## config.mk

```make
export PLATFORM = sky130hd
export DESIGN_NAME = divrem64_flat
export DESIGN_NICKNAME = d
export VERILOG_FILES = /design/src/rtl/rv64_pkg.sv /design/src/rtl/divrem64_if.sv /design/src/rtl/xor64b.sv /design/src/rtl/divrem64.sv /design/src/flat_wrapper.sv
export SDC_FILE = /design/constraint.sdc
export NUM_CORES = 1
export LEC_CHECK = 0
export BUFFER_PORTS_ARGS = -buffer_cell sky130_fd_sc_hd__buf_2
export CAP_MARGIN = 5
export CELL_PAD_IN_SITES_DETAIL_PLACEMENT = 1
export CELL_PAD_IN_SITES_GLOBAL_PLACEMENT = 2
export CORE_ASPECT_RATIO = 1.1
export CORE_MARGIN = 1
export CORE_UTILIZATION = 37
export CTS_BUF_LIST = sky130_fd_sc_hd__clkbuf_2
export CTS_CLUSTER_DIAMETER = 30
export DETAILED_ROUTE_END_ITERATION = 8
export PLACE_DENSITY_LB_ADDON = 0.1
export SLEW_MARGIN = 10
export SYNTH_ARGS = -nofsm -noshare
export SYNTH_HDL_FRONTEND = slang
export SYNTH_SLANG_ARGS = --single-unit
```

## constraint.sdc

```tcl
create_clock -name clk -period 5.9 [get_ports clk]
set_clock_uncertainty 0.2 [all_clocks]
set_input_delay 0.59 -clock clk [delete_from_list [all_inputs] [get_ports clk]]
set_output_delay 0.59 -clock clk [all_outputs]
set_load 0.02 [all_outputs]
```

## src/rtl/rv64_pkg.sv

```systemverilog
// rv64_pkg: shared definitions for the RV64 execute-stage divide unit.
//   XLEN           operand/result width (64 only)
//   DIV_ITERS      quotient bits produced, one per CALC cycle
//   CNT_W          width of the CALC iteration counter
//   div_op_t       DIV / DIVU / REM / REMU encodings (matches the op port)
//   divrem_state_t IDLE / CALC / FIX / DONE
package rv64_pkg;

  localparam int XLEN      = 64;
  localparam int DIV_ITERS = 64;
  localparam int CNT_W     = $clog2(DIV_ITERS);

  typedef enum logic [1:0] {
    DIV  = 2'b00,
    DIVU = 2'b01,
    REM  = 2'b10,
    REMU = 2'b11
  } div_op_t;

  typedef enum logic [1:0] {
    IDLE = 2'b00,
    CALC = 2'b01,
    FIX  = 2'b10,
    DONE = 2'b11
  } divrem_state_t;

  // True for the ops that treat operands as two's-complement numbers.
  function automatic logic op_is_signed(input div_op_t o);
    return (o == DIV) || (o == REM);
  endfunction

  // True for the ops that return the remainder rather than the quotient.
  function automatic logic op_is_rem(input div_op_t o);
    return (o == REM) || (o == REMU);
  endfunction

endpackage

```

## src/rtl/divrem64_if.sv

```systemverilog
// divrem64_if: request/response bundle between the issue logic and the
// divide unit.
//   in_valid/in_ready   request handshake carrying op, a (dividend), b (divisor)
//   flush               abort whatever is in flight
//   out_valid/out_ready response handshake carrying result
// master = pipeline side, slave = divide unit.
interface divrem64_if;
  import rv64_pkg::*;

  logic            in_valid;
  logic            in_ready;
  logic [1:0]      op;
  logic [XLEN-1:0] a;
  logic [XLEN-1:0] b;
  logic            flush;
  logic            out_valid;
  logic            out_ready;
  logic [XLEN-1:0] result;

  modport master (
    output in_valid, op, a, b, flush, out_ready,
    input  in_ready, out_valid, result
  );

  modport slave (
    input  in_valid, op, a, b, flush, out_ready,
    output in_ready, out_valid, result
  );

endinterface

```

## src/rtl/xor64b.sv

```systemverilog
// xor64b: conditional bitwise inversion of a 64-bit word.
//   x   in  64  data word
//   inv in  1   invert every bit when high
//   y   out 64  x ^ {64{inv}}
// Adding inv to y afterwards gives a conditional two's-complement negation.
module xor64b (
  input  logic [63:0] x,
  input  logic        inv,
  output logic [63:0] y
);

  assign y = x ^ {64{inv}};

endmodule

```

## src/rtl/divrem64.sv

```systemverilog
// divrem64: iterative radix-2 restoring divider for RV64M DIV/DIVU/REM/REMU.
//   clk, rst_n  clock and asynchronous active-low reset
//   bus         divrem64_if.slave: request (in_valid/in_ready, op, a, b),
//               flush, response (out_valid/out_ready, result)
// Signed ops divide magnitudes and fix the signs afterwards. Divide-by-zero
// and the signed overflow case bypass the iteration and finish in one cycle.
module divrem64
  import rv64_pkg::*;
(
  input  logic       clk,
  input  logic       rst_n,
  divrem64_if.slave  bus
);

  divrem_state_t   state_r;
  div_op_t         op_r;
  logic            quo_neg_r;
  logic            rem_neg_r;
  logic [CNT_W-1:0] cnt_r;
  logic [XLEN-1:0] rem_r;
  logic [XLEN-1:0] quo_r;
  logic [XLEN-1:0] dvs_r;
  logic [XLEN-1:0] result_r;

  div_op_t         op_in_s;
  logic            in_signed_s;
  logic            a_neg_s;
  logic            b_neg_s;
  logic [XLEN-1:0] a_inv_s;
  logic [XLEN-1:0] b_inv_s;
  logic [XLEN-1:0] a_abs_s;
  logic [XLEN-1:0] b_abs_s;
  logic            b_zero_s;
  logic            ovf_s;
  logic [XLEN-1:0] special_s;

  logic [XLEN:0]   rem_sh_s;
  logic [XLEN:0]   diff_s;
  logic            ge_s;
  logic [XLEN-1:0] rem_nxt_s;
  logic [XLEN-1:0] quo_nxt_s;

  logic [XLEN-1:0] fix_src_s;
  logic            fix_neg_s;
  logic [XLEN-1:0] fix_inv_s;
  logic [XLEN-1:0] fix_res_s;

  assign op_in_s     = div_op_t'(bus.op);
  assign in_signed_s = op_is_signed(op_in_s);
  assign a_neg_s     = in_signed_s & bus.a[XLEN-1];
  assign b_neg_s     = in_signed_s & bus.b[XLEN-1];

  // Operand magnitudes: one inverter per operand since both are latched together.
  xor64b u_inv_a (.x(bus.a), .inv(a_neg_s), .y(a_inv_s));
  xor64b u_inv_b (.x(bus.b), .inv(b_neg_s), .y(b_inv_s));

  assign a_abs_s  = a_inv_s + {{(XLEN-1){1'b0}}, a_neg_s};
  assign b_abs_s  = b_inv_s + {{(XLEN-1){1'b0}}, b_neg_s};
  assign b_zero_s = (bus.b == {XLEN{1'b0}});
  assign ovf_s    = in_signed_s
                  & (bus.a == {1'b1, {(XLEN-1){1'b0}}})
                  & (bus.b == {XLEN{1'b1}});

  // Result for the cases that skip iteration (RISC-V defined values).
  always_comb begin
    special_s = {XLEN{1'b0}};
    if (b_zero_s) begin
      special_s = op_is_rem(op_in_s) ? bus.a : {XLEN{1'b1}};
    end else begin
      special_s = op_is_rem(op_in_s) ? {XLEN{1'b0}} : bus.a;
    end
  end

  // One restoring step: shift the dividend MSB into rem, trial-subtract.
  // The shifted remainder needs XLEN+1 bits; if its top bit is set it is
  // certainly >= divisor, otherwise the subtraction borrow decides.
  assign rem_sh_s  = {rem_r, quo_r[XLEN-1]};
  assign diff_s    = rem_sh_s - {1'b0, dvs_r};
  assign ge_s      = rem_sh_s[XLEN] | ~diff_s[XLEN];
  assign rem_nxt_s = ge_s ? diff_s[XLEN-1:0] : rem_sh_s[XLEN-1:0];
  assign quo_nxt_s = {quo_r[XLEN-2:0], ge_s};

  // Final sign correction on whichever of quotient/remainder is returned.
  assign fix_src_s = op_is_rem(op_r) ? rem_r : quo_r;
  assign fix_neg_s = op_is_signed(op_r) & (op_is_rem(op_r) ? rem_neg_r : quo_neg_r);

  xor64b u_inv_res (.x(fix_src_s), .inv(fix_neg_s), .y(fix_inv_s));

  assign fix_res_s = fix_inv_s + {{(XLEN-1){1'b0}}, fix_neg_s};

  // Control FSM and datapath registers; flush outranks any new request.
  always_ff @(posedge clk or negedge rst_n) begin
    if (!rst_n) begin
      state_r   <= IDLE;
      op_r      <= DIV;
      quo_neg_r <= 1'b0;
      rem_neg_r <= 1'b0;
      cnt_r     <= {CNT_W{1'b0}};
      rem_r     <= {XLEN{1'b0}};
      quo_r     <= {XLEN{1'b0}};
      dvs_r     <= {XLEN{1'b0}};
      result_r  <= {XLEN{1'b0}};
    end else if (bus.flush) begin
      state_r <= IDLE;
    end else begin
      case (state_r)
        IDLE: begin
          if (bus.in_valid) begin
            op_r      <= op_in_s;
            quo_neg_r <= in_signed_s & (bus.a[XLEN-1] ^ bus.b[XLEN-1]);
            rem_neg_r <= in_signed_s & bus.a[XLEN-1];
            quo_r     <= a_abs_s;
            rem_r     <= {XLEN{1'b0}};
            dvs_r     <= b_abs_s;
            cnt_r     <= CNT_W'(DIV_ITERS - 1);
            if (b_zero_s || ovf_s) begin
              result_r <= special_s;
              state_r  <= DONE;
            end else begin
              state_r <= CALC;
            end
          end else begin
            state_r <= IDLE;
          end
        end
        CALC: begin
          rem_r <= rem_nxt_s;
          quo_r <= quo_nxt_s;
          if (cnt_r == {CNT_W{1'b0}}) begin
            state_r <= FIX;
          end else begin
            cnt_r <= cnt_r - {{(CNT_W-1){1'b0}}, 1'b1};
          end
        end
        FIX: begin
          result_r <= fix_res_s;
          state_r  <= DONE;
        end
        DONE: begin
          if (bus.out_ready) begin
            state_r <= IDLE;
          end else begin
            state_r <= DONE;
          end
        end
        default: begin
          state_r <= IDLE;
        end
      endcase
    end
  end

  assign bus.in_ready  = (state_r == IDLE);
  assign bus.out_valid = (state_r == DONE);
  assign bus.result    = result_r;

endmodule

```

## src/flat_wrapper.sv

```systemverilog
// flat-port wrapper written by rule: the top's interface ports become plain ports
module divrem64_flat import rv64_pkg::*;
  (clk, rst_n, bus_in_valid, bus_op, bus_a, bus_b, bus_flush, bus_out_ready, bus_in_ready, bus_out_valid, bus_result);
  divrem64_if bus_i ();
  input  logic clk;
  input  logic rst_n;
  input wire logic [$bits(bus_i.in_valid)-1:0] bus_in_valid;
  input wire logic [$bits(bus_i.op)-1:0] bus_op;
  input wire logic [$bits(bus_i.a)-1:0] bus_a;
  input wire logic [$bits(bus_i.b)-1:0] bus_b;
  input wire logic [$bits(bus_i.flush)-1:0] bus_flush;
  input wire logic [$bits(bus_i.out_ready)-1:0] bus_out_ready;
  output wire logic [$bits(bus_i.in_ready)-1:0] bus_in_ready;
  output wire logic [$bits(bus_i.out_valid)-1:0] bus_out_valid;
  output wire logic [$bits(bus_i.result)-1:0] bus_result;
  assign bus_i.in_valid = bus_in_valid;
  assign bus_i.op = bus_op;
  assign bus_i.a = bus_a;
  assign bus_i.b = bus_b;
  assign bus_i.flush = bus_flush;
  assign bus_i.out_ready = bus_out_ready;
  assign bus_in_ready = bus_i.in_ready;
  assign bus_out_valid = bus_i.out_valid;
  assign bus_result = bus_i.result;
  divrem64 u_core (.clk(clk), .rst_n(rst_n), .bus(bus_i));
endmodule
```

======== After elaboration in Yosys (flattened, before gate mapping) ========
Index checks and enable logic that the tools add are counted.
word-level totals
  flip-flop bits (word level) ............. 268
  bits of input ports ..................... 135
  output and inout port bits .............. 66
  word-level logic and storage cells ...... 78
cells by class
  add/sub/neg operators ................... 5
  eq/ne operators ......................... 13
  mux-type cells .......................... 22
  bitwise gates (word level) .............. 13
  reductions and logical operators ........ 16
operator list
  kind                    number
  $mux W64                9
  $pmux W64 S2            3
  $add A64 B1 Y64         3
  $xor A64 B64 Y64        3
  $eq A64 B64 Y1 const B  2
  $sub A65 B64 Y65        1
  $logic_not A64 Y1       1
  $eq A2 B2 Y1 const B    6
  $mux W6                 2
  $pmux W6 S2             1
  $mux W2                 5
  $pmux W2 S4             1
  $reduce_and A4 Y1       2
  $and A1 B1 Y1           6
  $logic_not A2 Y1        3
  $logic_not A6 Y1        1
  $reduce_and A3 Y1       2
  $sub A6 B1 Y6 const B   1
  $logic_or A1 B1 Y1      5
  $ne A2 B2 Y1 const B    2
  $reduce_bool A2 Y1      2
  $ne A3 B2 Y1 const B    1
  $eq A2 B1 Y1 const B    1
  $ne A2 B1 Y1 const B    1
  other kinds (4)         5

======== Logic depth before layout (Yosys ltp) ========
Gate-level depths: netlist of the first run.
  depth in word-level cells ............... 9
  depth in mapped cells ................... 20
  depth with buffers taken out ............ 14

======== By module ========
From an unflattened synthesis of the first run, not the netlist that was laid out.
unflattened totals
  cell total of the unflattened synthesis .. 2817
  area total of the unflattened synthesis .. 22818.1 um^2
by module, submodules not included
  module    times used  cells an instance  area each (um^2)  seq. area each (um^2)
  divrem64  1           2604               20832.5           6706.4
  xor64b    3           71                 661.9             0.0

======== Worst setup path before layout of the first run ========
OpenSTA, ideal clock, no wires.
  path kind ............................... input-to-reg
  start ................................... input port bus_op[0]
  end ..................................... register u_core.dvs_r[62]
  setup time .............................. 0.133 ns
  arrival time ............................ 4.655 ns
  data required time ...................... 5.567 ns
  slack ................................... 0.912 ns
  stages .................................. 19
  path buffers ............................ 8
  cell sequence ........................... buf_2 > nand2b_1 > buf_2 > buf_1 > buf_2 > buf_1 > clkbuf_1 > clkbuf_1 > xnor2_1 > ha_1 > o2111ai_1 > nor4b_1 > and3_1 > buf_2 > nand2_1 > o31a_1 > o21ai_0 > xor2_1 > o21ai_0
on the way
  word-level cells in the longest chain between the ends .. 5
  elaborated cells between the ends (all ways) .. 6
  those cells by class .................... add/sub: 1; eq/ne: 1; bitwise: 2; reduce/logical: 2
RTL lines
  item                                                     RTL line           RTL
  from (decl)                                              flat_wrapper.sv:8  input wire logic [$bits(bus_i.op)-1:0] bus_op;
  $eq A2 B2 Y1 / $logic_not A2 Y1 (equally long branches)  rv64_pkg.sv:29     return (o == DIV) || (o == REM);
  $logic_or A1 B1 Y1 (*)                                   rv64_pkg.sv:29
  $and A1 B1 Y1 (*)                                        divrem64.sv:51     assign b_neg_s = in_signed_s & bus.b[XLEN-1];
  $xor A64 B64 Y64                                         xor64b.sv:12       assign y = x ^ {64{inv}};
  $add A64 B1 Y64 (*)                                      divrem64.sv:58     assign b_abs_s = b_inv_s + {{(XLEN-1){1'b0}}, b_neg_s};
  to (signal assigned)                                     divrem64.sv:101    dvs_r <= {XLEN{1'b0}};
  to (signal assigned)                                     divrem64.sv:114    dvs_r <= b_abs_s;
  to (decl)                                                divrem64.sv:22     logic [XLEN-1:0] dvs_r;
Mark *: on every way between the ends. The rest lies on a longest branch, timed or not.
A chain may end at the register's enable or synchronous reset.

======== Worst setup path after layout of the first run ========
  start ................................... input port bus_op[0]
  end ..................................... register u_core.dvs_r[52]
The elaborated chain is that of the path after synthesis.

==> flow_metrics.py, run 1 <==
metrics = {
    "logic_synthesis": {
        "synth_top_family_by_area": "compound AO/OA/AOI/OAI gates",
        "synth.distinct_cells": 90,
        "synth_mux_area_share_pct": 5.992,
        "netlist_instances": 3386,
        "yosysTopAreaCellShare_pct": 26.33,
        "synth-edff-count": 0,
        "avgSynthCellArea_um2": 7.523,
        "ys_top_cells_by_area": "dfrtp_1 26%, xnor2_1 8.0%, o21ai_0 7.0%, nand2_1 6.6%, a21oi_1 4.6%",
        "synthArstFlopShare_pct": 100.0,
        "synth_area_um2": 25470,
        "synth_top_area_cell": "dfrtp_1",
        "synth_common_cells": "447 x nand2_1, 357 x o21ai_0, 274 x nor2_1",
        "synth_xor_area_share_pct": 11.16,
        "synth-main-ff-cell": "dfrtp_1",
        "yosysMostFrequentCell": "nand2_1",
        "synth_seq_area_share_pct": 26.33,
        "yosys.area_share.simple_pct": 21.48,
        "synth_compound_area_share_pct": 24.71,
        "yosysWarnings": 0,
        "ys_ff_latch": 268,
        "syn-num-nets": 3593,
        "synth_fa_ha_area_share_pct": 4.234,
    },
    "cells_and_area": {
        "post-route-util_pct": 44.03,
        "syn_to_final_growth_pct": 17.42,
        "layout.nets": 3880,
        "fill_cells": 8465,
        "stdcell_area_um2": 29910,
        "final_layout_size_suffix_gt1_share_pct": 13.72,
    },
    "cts": {
        "clkSinkCount": 268,
        "clk_latency_ns": 1.09,
        "cts_resized": 0,
        "ctsLongestPathBuffers": 3,
        "clkTransAtPathRegs_ns": 0.09,
        "cts_buffers": 88,
        "h-tree-depth": 3,
        "cts_tree": "built",
        "root_buffer": "clkbuf_2",
        "cts.repair_timing.setup_buffer_count": 0,
    },
    "power": {
        "p_per_area_nw_per_um2": 435.6,
        "p_sw_share_pct": 52.24,
        "pwr-share-clk_pct": 12.4,
        "p_int_mw": 6.222,
        "switching_power_mw": 6.807,
        "seq_power_share_pct": 26.2,
        "vdd_drop_max_v": 0.0002374,
        "power_frac_comb_pct": 61.4,
        "p_leak_nw": 12.54,
    },
    "critical_path": {
        "crit_path_start_kind": "primary input",
        "arrival_ns": 5.80,
        "rr_startpoint": "u_core.quo_r[63]",
        "ff2ff_setup_slack_ns": 1.04,
        "reg2reg_depth": 16,
        "critical_path_required_ns": 6.67,
        "crit_type": "primary input to flip-flop",
        "r2r_end": "u_core.rem_r[41]",
        "crit_fanout": 27,
        "end_kind": "flip-flop",
    },
    "worst_hold_path": {
        "min_path_type": "primary input to flip-flop",
        "hold_path_startpoint": "bus_a[63]",
        "holdPathEnd": "u_core.quo_r[63]",
        "whs_path_depth": 5,
    },
    "routing": {
        "drt-total-wl_mm": 104.7,
        "drt_iter0_drc": 1470,
        "viasPerCell": 5.740,
        "drcViolationCount": 0,
        "first_pass_iters": 5,
        "route.detailed.wl_per_inst_um": 22.48,
        "drtAntennaViolNets": 0,
        "vias": 26730,
    },
    "die": {
        "die-width_um": 252.2,
        "num_rows": 100,
        "core_area_um2": 67940,
        "die_h_um": 277.2,
        "start_util_pct": 37.50,
        "dieArea_um2": 69900,
        "io_pins": 201,
    },
    "global_routing": {
        "use_met1_pct": 41.96,
        "grt_pass1_wl_mm": 161.8,
        "grtUsageMet2_pct": 46.88,
        "busiest_layer": "met2",
        "gr-total-overflow": 0,
        "grt_usage_pct": 29.58,
        "grt_use_met3_pct": 3.205,
        "grt_pass1_vias": 27350,
        "antenna_found_initial": 4,
        "grt_max_degree": 112,
    },
    "sta": {
        "hold_violations": 0,
        "setup_tns_ns": 0,
        "worst_slew_pin_slew_ns": 1.198,
        "grt_setup_unrepaired": "false",
        "period_share_pct": 85.31,
        "maxSlewHeadroom_pct": 19.49,
        "hold_ws_ns": 0.1416,
        "slew_viol_final": 0,
        "max_freq_ghz": 0.1987,
        "min_period_ns": 5.033,
        "setup_viol": 0,
    },
    "placed_design": {
        "post_dp_cell_area_um2": 27040,
        "gp_congestion": 0.9060,
        "place_hpwl_mm": 78.84,
        "port_buffers": 200,
    },
    "status": {
        "outcome": "finished, final reports clean",
    },
    "flow_run": {
        "maxCapViolCount": 0,
    },
}
==> logic make-up (layout without fill, tap and decap cells) <==
logic type,after synthesis,count (layout)
DFF,268,268
muxes,144,144
other,0,1
buffers and inverters,376,728
adders and majority gates,89,89
AOI/OAI and AO/OA,1044,1044
and+or+nand+nor,1142,1142
xor gates and xnor gates,323,323
==> worst max-delay path by stage <==
stage / startpoint / to / slack [ns]
3_3_place_gp: bus_a[6] / u_core.bus.result[40] / 0.25
3_5_place_dp: bus_a[25] / u_core.bus.result[40] / 0.75
6_report: bus_op[0] / u_core.dvs_r[52] / 0.87
2_1_floorplan: bus_op[0] / u_core.dvs_r[62] / 0.91
5_1_grt: bus_op[0] / u_core.dvs_r[52] / 0.68
4_1_cts: u_core.quo_r[63] / u_core.rem_r[41] / 0.99
==> registers in the layout, indices dropped and copies added (netlist names), 2 cells and up <==
| name | flops |
|---|---|
| u_core.quo_r | 64 |
| u_core.bus.result | 64 |
| u_core.op_r | 2 |
| u_core.rem_r | 64 |
| u_core.cnt_r | 6 |
| u_core.state_r | 2 |
| u_core.dvs_r | 64 |
==> power groups by stage <==
stage               Sequential (mW)  Clock, mW  Combinational, mW
CTS                            3.39       1.69               7.95
detailed placement             3.43          0               7.75
global placement               3.37          0               7.61
finish                         3.41       1.62               8.00
floorplan                      3.26          0               5.44
global route                   3.52       1.78               8.79
==> cell usage in the layout (no fill, tap or decap), types with 22 or more instances in the layout <==
cell	netlist	routed
nor3_1	63	61
or3_1	37	36
a211oi_1	133	133
buf_4	12	47
nand4_1	45	45
o22ai_1	110	110
o21ai_0	357	357
nand3_1	69	69
clkbuf_2	0	113
mux2_2	47	47
inv_1	118	116
nand2_1	447	445
a21oi_1	232	232
nor4_1	34	34
dlygate4sd3_1	0	201
nor2_1	274	271
ha_1	71	71
xnor2_1	233	233
a21o_1	42	42
mux2i_1	94	94
or2_2	22	22
buf_2	24	199
and3_1	30	29
a31oi_1	25	24
dfrtp_1	268	267
xor2_1	89	89
==> cell type report <==
type | count | area (µm²) | share of cell area (%)
Multi-Input combinational cell | 2742 | 17310 | 57.86
Sequential cell | 268 | 6710 | 22.43
Timing Repair Buffer | 452 | 3463 | 11.58
Tap cell | 918 | 1149 | 3.840
Clock buffer | 113 | 565.5 | 1.891
Inverter | 121 | 454.2 | 1.518
Clock inverter | 42 | 261.5 | 0.8743
Antenna cell | 1 | 2.502 | 0.008366
==> repair_timing <==
action	CTS	global route
endpoints found under the hold margin	316	0
hold buffers	202	0
endpoints found under the setup margin	0	0
==> through the flow <==
| stage | setup WS (ns) | power (mW) | std cells |
|---|---|---|---|
| floorplan | 0.9119 | 8.706 | 3386 |
| global placement | 0.2518 | 10.98 | 4298 |
| detailed placement | 0.7525 | 11.18 | 4299 |
| CTS | 0.9883 | 13.03 | 4656 |
| global route | 0.6839 | 14.08 | 4657 |
| finish | 0.8667 | 13.03 | 4657 |
==> worst max-delay path, stage by stage <==
cell and delay, ns:
dlygate4sd3_1 0.55, buf_2 0.15, buf_4 0.21, nand2b_2 0.21
inv_2 0.39, ha_1 0.34, ha_1 0.28, o2111ai_1 0.30
nor4b_1 0.38, buf_4 0.21, and3_1 0.33, a21o_1 0.19
o22ai_1 0.07, a22o_1 0.20, dlygate4sd3_1 0.56, a311oi_1 0.21
dlygate4sd3_1 0.59
==> per-layer routing <==
metal	wire length (µm)	part of all wire, %
met4	2657	2.5
met2	46920	45
met1	50750	48
met3	4353	4.2
met5	0	0
(Power assumes the default switching activity.)
==> run 2, diff against run 1 <==
--- a/config.mk
+++ b/config.mk
@@ -5,16 +5,16 @@
 export SDC_FILE = /design/constraint.sdc
 export NUM_CORES = 1
 export LEC_CHECK = 0
-export BUFFER_PORTS_ARGS = -buffer_cell sky130_fd_sc_hd__buf_2
 export CAP_MARGIN = 5
 export CELL_PAD_IN_SITES_DETAIL_PLACEMENT = 1
 export CELL_PAD_IN_SITES_GLOBAL_PLACEMENT = 2
 export CORE_ASPECT_RATIO = 1.1
 export CORE_MARGIN = 1
-export CORE_UTILIZATION = 37
+export CORE_UTILIZATION = 39
 export CTS_BUF_LIST = sky130_fd_sc_hd__clkbuf_2
 export CTS_CLUSTER_DIAMETER = 30
 export DETAILED_ROUTE_END_ITERATION = 8
+export DONT_BUFFER_PORTS = 1
 export PLACE_DENSITY_LB_ADDON = 0.1
 export SLEW_MARGIN = 10
 export SYNTH_ARGS = -nofsm -noshare
==> run 2 against run 1 <==
Compared with the run above:
- the flow now finishes with violations (hold timing, slew limit)
- register-to-register slack got worse by 0.11 ns
- via count fell by 1.2%
- clock power rose by 4%
- final cell count fell by 5.6%
- design area fell by 3.3%
- sequential power rose by 9.4%
- critical path type unchanged
==> flow_metrics.py, run 2 (synthesis results as in run 1) <==
metrics = {
    "status": {
        "outcome": "complete, but fails checks",
        "violations": "hold timing, slew limit",
    },
    "power": {
        "pwr-share-clk_pct": 13.1,
        "power_frac_comb_pct": 58.0,
        "p_int_mw": 6.129,
        "p_per_area_nw_per_um2": 446.0,
        "vdd_drop_max_v": 0.0001659,
        "p_sw_share_pct": 52.47,
        "switching_power_mw": 6.767,
        "seq_power_share_pct": 28.9,
        "p_leak_nw": 11.70,
    },
    "critical_path": {
        "crit_fanout": 67,
        "critPathMostFrequentCell": "dlygate4sd3_1",
        "arrival_ns": 6.68,
        "critical_path_required_ns": 6.75,
        "crit_path_start_kind": "primary input",
        "slowest_delay_ns": 1.15,
        "crit_type": "primary input to flip-flop",
        "crit_family": "buffers and inverters",
        "slowest_stage": "dlygate4sd3_1",
        "cp_cell_sequence": "dlygate4sd3_1 > nand2b_2 > buf_6 > mux2i_1 > nor3b_1 > nand3_1 > nand4bb_1 > nand2b_1 > nand3_1 > dlygate4sd3_1 > o21ai_0 > dlygate4sd3_1 > a211oi_1 > dlygate4sd3_1",
        "end_kind": "flip-flop",
        "path_buf_inv": 5,
    },
    "cells_and_area": {
        "syn_to_final_growth_pct": 13.51,
        "final_common_cell": "nand2_1",
        "final_cell_mix": "445 x nand2_1, 357 x o21ai_0, 271 x nor2_1",
        "final_layout_size_suffix_gt1_share_pct": 8.627,
        "layout.nets": 3685,
        "multi_input_area_um2": 17310,
        "fill_cells": 7959,
        "seq_area_um2": 6710,
    },
    "die": {
        "dieArea_um2": 66350,
        "num_rows": 97,
        "io_pins": 201,
        "die-width_um": 245.7,
        "core_area_um2": 64080,
        "start_util_pct": 39.75,
        "die_h_um": 270.1,
    },
    "cts": {
        "root_buffer": "clkbuf_2",
        "ctsLongestPathBuffers": 3,
        "ctsHoldBuffers": 216,
        "clk_latency_ns": 1.12,
        "cts.repair_timing.setup_buffer_count": 0,
        "cts_buffers": 86,
        "clkTransAtPathRegs_ns": 0.10,
        "cts_tree": "built",
        "h-tree-depth": 3,
        "clkSinkCount": 268,
    },
    "flow_run": {
        "maxCapViolCount": 0,
    },
    "global_routing": {
        "grt_pass1_wl_mm": 164.7,
        "gr-total-overflow": 0,
        "grt_pass1_vias": 26830,
        "grt_usage_pct": 32.00,
        "grt_max_degree": 269,
        "antenna_found_initial": 7,
    },
    "routing": {
        "drcViolationCount": 0,
        "viasPerCell": 6.004,
        "drt_iter0_drc": 1956,
        "vias": 26400,
        "first_pass_iters": 6,
        "route.detailed.wl_per_inst_um": 24.50,
        "drtAntennaViolNets": 0,
        "drt-total-wl_mm": 107.7,
    },
    "sta": {
        "setup_viol": 0,
        "hold_violations": 268,
        "min_period_ns": 5.829,
        "maxSlewHeadroom_pct": -10.84,
        "slew_viol_final": 106,
        "grt_setup_unrepaired": "false",
        "setup_slack_ns": 0.07131,
        "max_freq_ghz": 0.1716,
        "setup_tns_ns": 0,
        "worst_slew_pin_slew_ns": 1.663,
        "period_share_pct": 98.79,
        "hold_ws_ns": -1.030,
    },
    "placed_design": {
        "gp_congestion": 0.9013,
        "place_hpwl_mm": 78.24,
        "pre_cts_ws_ns": 0.7171,
        "port_buffers": 0,
    },
    "worst_hold_path": {
        "min_path_type": "primary input to async pin",
    },
}
==> run 2: worst paths after layout <==
| path | from | endpoint | slack (ns) | cells past startpoint |
|---|---|---|---|---|
| min reg2reg | u_core.dvs_r[33] | u_core.dvs_r[33] | 0.29 | 2 |
| max | bus_op[0] | u_core.dvs_r[53] | 0.07 | 14 |
| max in group asynchronous | rst_n | u_core.op_r[1] | 5.06 | 0 |
| max reg2reg | u_core.quo_r[63] | u_core.rem_r[4] | 0.93 | 17 |
| min in group clk | bus_a[48] | u_core.quo_r[56] | 0.09 | 8 |
| min | rst_n | u_core.bus.result[12] | -1.03 | 0 |
==> run 2: per-layer routing <==
| layer | share of wire (%) | vias to the layer above | global-route usage, % |
|---|---|---|---|
| met2 | 44 | 765 | 49.74 |
| met1 | 47 | 13110 | 45.09 |
| li1 | - | 12360 | - |
| met4 | 3.1 | 0 | 10.97 |
| met3 | 6.0 | 169 | 4.372 |
| met5 | 0 | - | 0 |
==> run 2: through the flow <==
stage / hold WS [ns] / power [mW] / instances / util, % / area, µm²
after global placement: 0.09972 / 10.66 / 4014 / 40.33 / 25840
final: -1.030 / 12.90 / 4398 / 45.12 / 28920
after global routing: -1.114 / 13.86 / 4392 / 45.10 / 28900
after detailed placement: 0.1029 / 10.87 / 4015 / 40.36 / 25860
after floorplan: 0.09441 / 8.706 / 3386 / - / 25470
after CTS: -1.124 / 12.84 / 4388 / 45.08 / 28890
==> run 2: timing repair <==
action                     CTS  global route
gates resized for setup      0             1
setup endpoints to repair    0             2
hold endpoints to repair   490           268
==> run 2: final cells by class <==
class	instances	share of cell area [%]
Tap cell	841	3.639
Antenna cell	10	0.08654
Inverter	121	1.571
Multi-Input combinational cell	2742	59.87
Sequential cell	268	23.21
Clock buffer	119	2.060
Clock inverter	38	0.9174
Timing Repair Buffer	259	8.650
==> run 2: power by group through the flow <==
stage,Combinational [mW],Sequential [mW],Clock (mW)
final,7.47,3.73,1.69
after global routing,8.18,3.83,1.84
after CTS,7.39,3.71,1.74
after detailed placement,7.13,3.74,0
after global placement,6.97,3.69,0
after floorplan,5.44,3.26,0
